==> src/rtl/mutex_arbiter_n_if.sv <==
// Request/grant bundle between N masters and the mutex arbiter.
// The master side drives req; the arbiter (slave) side drives the grant outputs.
interface mutex_arbiter_n_if #(parameter int N = 4);
  localparam int IDW = (N > 1) ? $clog2(N) : 1;

  logic [N-1:0]   req;
  logic [N-1:0]   gnt;
  logic [IDW-1:0] gnt_id;
  logic           busy;
  logic           tout;

  modport master (output req, input gnt, gnt_id, busy, tout);
  modport slave  (input req, output gnt, gnt_id, busy, tout);
endinterface

==> src/rtl/mutex_arbiter_n.sv <==
// N-channel round-robin mutex arbiter with a break-before-make gap and optional hold timeout.
// Define MUTEX_ARB_SYNC_EN to pass each req bit through a 2-flop synchroniser first.
module mutex_arbiter_n #(
  parameter int N        = 4,
  parameter int HOLD_MAX = 0
) (
  input  logic             clk,
  input  logic             rst_n,
  mutex_arbiter_n_if.slave bus
);
  localparam int IDW = (N > 1) ? $clog2(N) : 1;
  localparam int CW  = (HOLD_MAX > 0) ? $clog2(HOLD_MAX + 1) : 1;
  localparam logic [CW-1:0] CNT_LAST = CW'((HOLD_MAX > 0) ? HOLD_MAX - 1 : 0);
  localparam logic [CW-1:0] CNT_SAT  = CW'(HOLD_MAX);

  typedef enum logic [1:0] {IDLE, GRANT, GAP} state_t;

  state_t         state, state_nxt;
  logic [N-1:0]   req_s, elig, lock, win_oh;
  logic [IDW-1:0] ptr, win, win_nxt, ptr_nxt;
  logic [IDW:0]   idx;
  logic [CW-1:0]  cnt;
  logic           any_elig, hit, revoke, tout_q;

`ifdef MUTEX_ARB_SYNC_EN
  logic [N-1:0] sync1, sync2;
  always_ff @(posedge clk or negedge rst_n)
    if (!rst_n) begin
      sync1 <= '0;
      sync2 <= '0;
    end else begin
      sync1 <= bus.req;
      sync2 <= sync1;
    end
  assign req_s = sync2;
`else
  assign req_s = bus.req;
`endif

  // A timed-out channel stays locked out until it drops its request.
  assign elig   = req_s & ~lock;
  assign win_oh = {{(N-1){1'b0}}, 1'b1} << win;
  assign hit    = (HOLD_MAX > 0) && (cnt == CNT_LAST);
  assign revoke = (state == GRANT) && req_s[win] && hit;

  // First eligible channel at or after ptr, wrapping.
  always_comb begin
    any_elig = 1'b0;
    win_nxt  = ptr;
    idx      = '0;
    for (int i = 0; i < N; i++) begin
      idx = {1'b0, ptr} + (IDW+1)'(i);
      if (idx >= (IDW+1)'(N)) idx = idx - (IDW+1)'(N);
      if (!any_elig && elig[idx[IDW-1:0]]) begin
        any_elig = 1'b1;
        win_nxt  = idx[IDW-1:0];
      end
    end
  end

  assign ptr_nxt = (win_nxt == IDW'(N - 1)) ? '0 : win_nxt + 1'b1;

  always_ff @(posedge clk or negedge rst_n)
    if (!rst_n) state <= IDLE;
    else        state <= state_nxt;

  always_comb begin
    state_nxt = state;
    case (state)
      IDLE:    if (any_elig) state_nxt = GRANT;
      GRANT:   if (!req_s[win] || revoke) state_nxt = GAP;
      GAP:     state_nxt = IDLE;
      default: state_nxt = IDLE;
    endcase
  end

  always_comb begin
    bus.gnt    = '0;
    bus.gnt_id = '0;
    bus.busy   = 1'b0;
    if (state == GRANT) begin
      bus.gnt    = win_oh;
      bus.gnt_id = win;
      bus.busy   = 1'b1;
    end
  end
  assign bus.tout = tout_q;

  always_ff @(posedge clk or negedge rst_n)
    if (!rst_n) begin
      ptr    <= '0;
      win    <= '0;
      lock   <= '0;
      cnt    <= '0;
      tout_q <= 1'b0;
    end else begin
      tout_q <= revoke;
      lock   <= (lock & req_s) | (revoke ? win_oh : '0);
      if (state == IDLE && any_elig) begin
        win <= win_nxt;
        ptr <= ptr_nxt;
        cnt <= '0;
      end else if (state == GRANT && cnt != CNT_SAT) begin
        cnt <= cnt + 1'b1;
      end
    end
endmodule

==> src/flat_wrapper.sv <==
// flat-port wrapper written by rule: the top's interface ports become plain ports
module mutex_arbiter_n_flat 
#(
  parameter int N        = 4,
  parameter int HOLD_MAX = 0
)
  (clk, rst_n, bus_req, bus_gnt, bus_gnt_id, bus_busy, bus_tout);
  mutex_arbiter_n_if #(.N(N)) bus_i ();
  input  logic clk;
  input  logic rst_n;
  input wire logic [$bits(bus_i.req)-1:0] bus_req;
  output wire logic [$bits(bus_i.gnt)-1:0] bus_gnt;
  output wire logic [$bits(bus_i.gnt_id)-1:0] bus_gnt_id;
  output wire logic [$bits(bus_i.busy)-1:0] bus_busy;
  output wire logic [$bits(bus_i.tout)-1:0] bus_tout;
  assign bus_i.req = bus_req;
  assign bus_gnt = bus_i.gnt;
  assign bus_gnt_id = bus_i.gnt_id;
  assign bus_busy = bus_i.busy;
  assign bus_tout = bus_i.tout;
  mutex_arbiter_n #(.N(N), .HOLD_MAX(HOLD_MAX)) u_core (.clk(clk), .rst_n(rst_n), .bus(bus_i));
endmodule
==> config.mk <==
export PLATFORM = sky130hd
export DESIGN_NAME = mutex_arbiter_n_flat
export DESIGN_NICKNAME = d
export VERILOG_FILES = /design/src/rtl/mutex_arbiter_n_if.sv /design/src/rtl/mutex_arbiter_n.sv /design/src/flat_wrapper.sv
export SDC_FILE = /design/constraint.sdc
export NUM_CORES = 1
export LEC_CHECK = 0
export BUFFER_PORTS_ARGS = -buffer_cell sky130_fd_sc_hd__buf_2
export CAP_MARGIN = 10
export CORE_AREA = 2 2 39 41
export CTS_BUF_LIST = sky130_fd_sc_hd__clkbuf_4 sky130_fd_sc_hd__clkbuf_8 sky130_fd_sc_hd__clkbuf_16
export DETAILED_ROUTE_END_ITERATION = 7
export DIE_AREA = 0 0 41 43
export GPL_TIMING_DRIVEN = 0
export HOLD_SLACK_MARGIN = 0.08
export PLACE_DENSITY = 0.76
export SYNTH_ARGS = -nofsm -noshare
export SYNTH_HDL_FRONTEND = slang
export SYNTH_SLANG_ARGS = --single-unit
==> constraint.sdc <==
create_clock -name clk -period 2.4 [get_ports clk]
set_clock_uncertainty 0.1 [all_clocks]
set_input_delay 0.48 -clock clk [delete_from_list [all_inputs] [get_ports clk]]
set_output_delay 0.48 -clock clk [all_outputs]
set_load 0.01 [all_outputs]
==> run summary <==
=======================================================================================
Routed WL per cell                                                         12.7 microns
RSZ-0062 raised after global routing                                                 no
Count of endpoints failing setup in the final report                                  0
Final wirelength                                                           1170 microns
Initial core utilization                                                          0.456
Number of flops mapped to enable cells by yosys                                       0
Fmax                                                                            519 MHz
Placed instance count                                                                88
Total power density per cell area                                          1020 nW/um^2
Number of warnings printed during yosys synthesis                                     0
Aggregate negative setup slack                                                     0 ps
Share of async-settable or async-resettable flops after synthesis                  1.00
Number of clock buffers inserted by TritonCTS                                         3
Final Max Tran Viols                                                                  0
Number of global-route vias before repair                                           513
Path type of the worst min-delay path                                      primary input to register
I/O Pins                                                                             14
Capture point of the worst reg-to-reg path                                 u_core.ptr[1]
Final layout net count                                                               84
Static Leak                                                                    0.369 nW
Hold_ws                                                                          366 ps
Type of destination of the critical path                                     output pin
Pin count of the biggest net entering global routing                                 11
Sink of the worst hold path                                                u_core.lock[1]
Vertical die dimension                                                       43 microns
Start point of the critical path                                           u_core.state[1]
Buffers from clock root to sink, at most                                              2
Flops & latches, synth                                                               10
Outcome                                                                       completed
Most common library cells after synthesis                                  dfrtp_1, and2_1, nand2_1
Port-buffer cells                                                                    12
Clock transition at the registers of the reported paths                           60 ps
R2r setup slk                                                                    870 ps
Wire length of the first global-routing pass                               2150 microns
Arrival time of the worst setup path                                            1350 ps
Share of Yosys cell area claimed by the top area cell type                        0.397
Final hold vios                                                                       0
Top cell type by total area after synthesis                                     dfrtp_1
Crit start category                                                            register
Biggest area contributors in the synthesized netlist                       dfrtp_1, and2_1, o31ai_4
Overall global routing resource usage                                             0.179
Core footprint                                                               1380 sq um
Number of violations reported at the end of detailed-routing iteration 0              9
Worst-Skew Late Latency                                                          260 ps
Largest fanout on the critical path                                                   5
Commonest register cell after synthesis                                         dfrtp_1
Dpl hpwl                                                                    924 microns
Max-cap check violation count                                                         0
Hold wc startpoint                                                           bus_req[1]
Worst hold path cell count                                                            2
Period utilisation layout                                                         0.803
Cell at the root of the clock tree                                             clkbuf_4
Number of antenna violations at the first check in global routing                     0
Count of unresolved DRC violations after routing                                      0
Chip width                                                                   41 microns
Antenna cell count                                                                    0
Number of iterations in the first detailed-routing pass                               5
Time the worst path needs with I/O delays and setup                             1930 ps
DR vias                                                                             482
Synth Instances                                                                      60
Routability congestion estimate                                                   0.884
Worst IR drop on VDD                                                             444 uV
H-tree levels                                                                         1
Buffers inserted during post-CTS setup optimization                                   0
Vias per inst                                                                      5.24
CP Class                                                                   register to output pin
Gr ovfl total                                                                         0
Startpoint of the most critical register-to-register path                  u_core.lock[0]
Area growth from synthesis to layout                                              17.9%
Count of placed standard cells in the final layout, fillers left out                 92
Total Die Area                                                               1760 sq um
Crit path required time                                                         1820 ps
Remaining antenna violation count                                                     0
Total nets after synthesis                                                           66
Register area share after synthesis                                               0.397
TritonCTS clock tree                                                                yes
Syn avg cell area                                                            10.5 sq um
Most frequent cell after synthesis                                              dfrtp_1
Fraction of layout instances using a drive strength above 1                       0.382
# clock sinks                                                                        10
Number of placement rows                                                             14
Cell variety after synth                                                             34
Cell area after synthesis                                                     631 sq um
Depth of the worst register-to-register path                                          5
=======================================================================================
==> cells by family (layout without fill, tap and decap cells) <==
logic type | after synthesis | count (layout) | synth area share
compound gates | 14 | 14 | 0.192
buf+inv | 5 | 21 | 0.0357
flops | 10 | 10 | 0.397
mux | 2 | 2 | 0.0655
other cells | 1 | 1 | 0.00595
simple gates | 28 | 28 | 0.304
==> cells in the final DEF (no fill, tap or decap), types with 3 or more instances in the layout <==
cell	instances
buf_2	12
dfrtp_1	10
and2_1	7
nand2_1	4
nor2_1	3
clkbuf_4	3
==> per-stage QoR <==
stage	instance area [sq um]	total power [mW]	utilization	setup WS, ps
final	743	0.755	0.537	474
after global routing	743	0.834	0.537	302
after floorplan	631	0.542	-	719
after CTS	743	0.761	0.537	461
after global placement	711	0.631	0.514	723
after detailed placement	711	0.646	0.514	705
==> routing by layer <==
metal / wire length, microns / up-vias / global-route usage / part of all wire
met5: 0 / - / 0 / 0
met4: 29 / 0 / 0.0800 / 0.025
met3: 45 / 5 / 0.0157 / 0.039
met2: 602 / 16 / 0.316 / 0.52
met1: 491 / 217 / 0.200 / 0.42
li1: - / 244 / - / -
==> where the power goes <==
part	switching, mW	internal [mW]
Combinational	0.189	0.175
Sequential	0.0599	0.219
Clock	0.0545	0.0578
==> final cells by class <==
type	count	area [sq um]
fill	129	641
multi-input combinational	45	358
sequential	10	250
timing repair buffer	13	70.1
clock buffer	3	22.5
tap	16	20.0
inverter	4	15.0
buffer	1	7.51
==> worst max-delay path by stage <==
stage,endpoint,slack [ps],cells past startpoint
finish,bus_gnt[2],470,5
global route,bus_gnt[2],300,5
CTS,bus_gnt[2],460,5
detailed placement,u_core.win[0],710,5
global placement,u_core.win[0],720,5
floorplan,bus_gnt[2],720,4
==> repair_timing <==
item | in CTS | in global routing
hold buffers | 1 | 0
gates resized for setup | 0 | 0
hold endpoints to repair | 10 | 0
==> state kept, by name, indices dropped and copies added (netlist names) <==
name and cells:
u_core.lock 4, u_core.ptr 2, u_core.state 2, u_core.win 2
==> critical path, cell delays in order, from the launching register on <==
cell      delay, ps
dfrtp_1         370
nand2b_1        190
inv_1           130
and2_1          150
nor2b_1         110
buf_2           130
No activity file was read; power rests on OpenSTA's default activity.
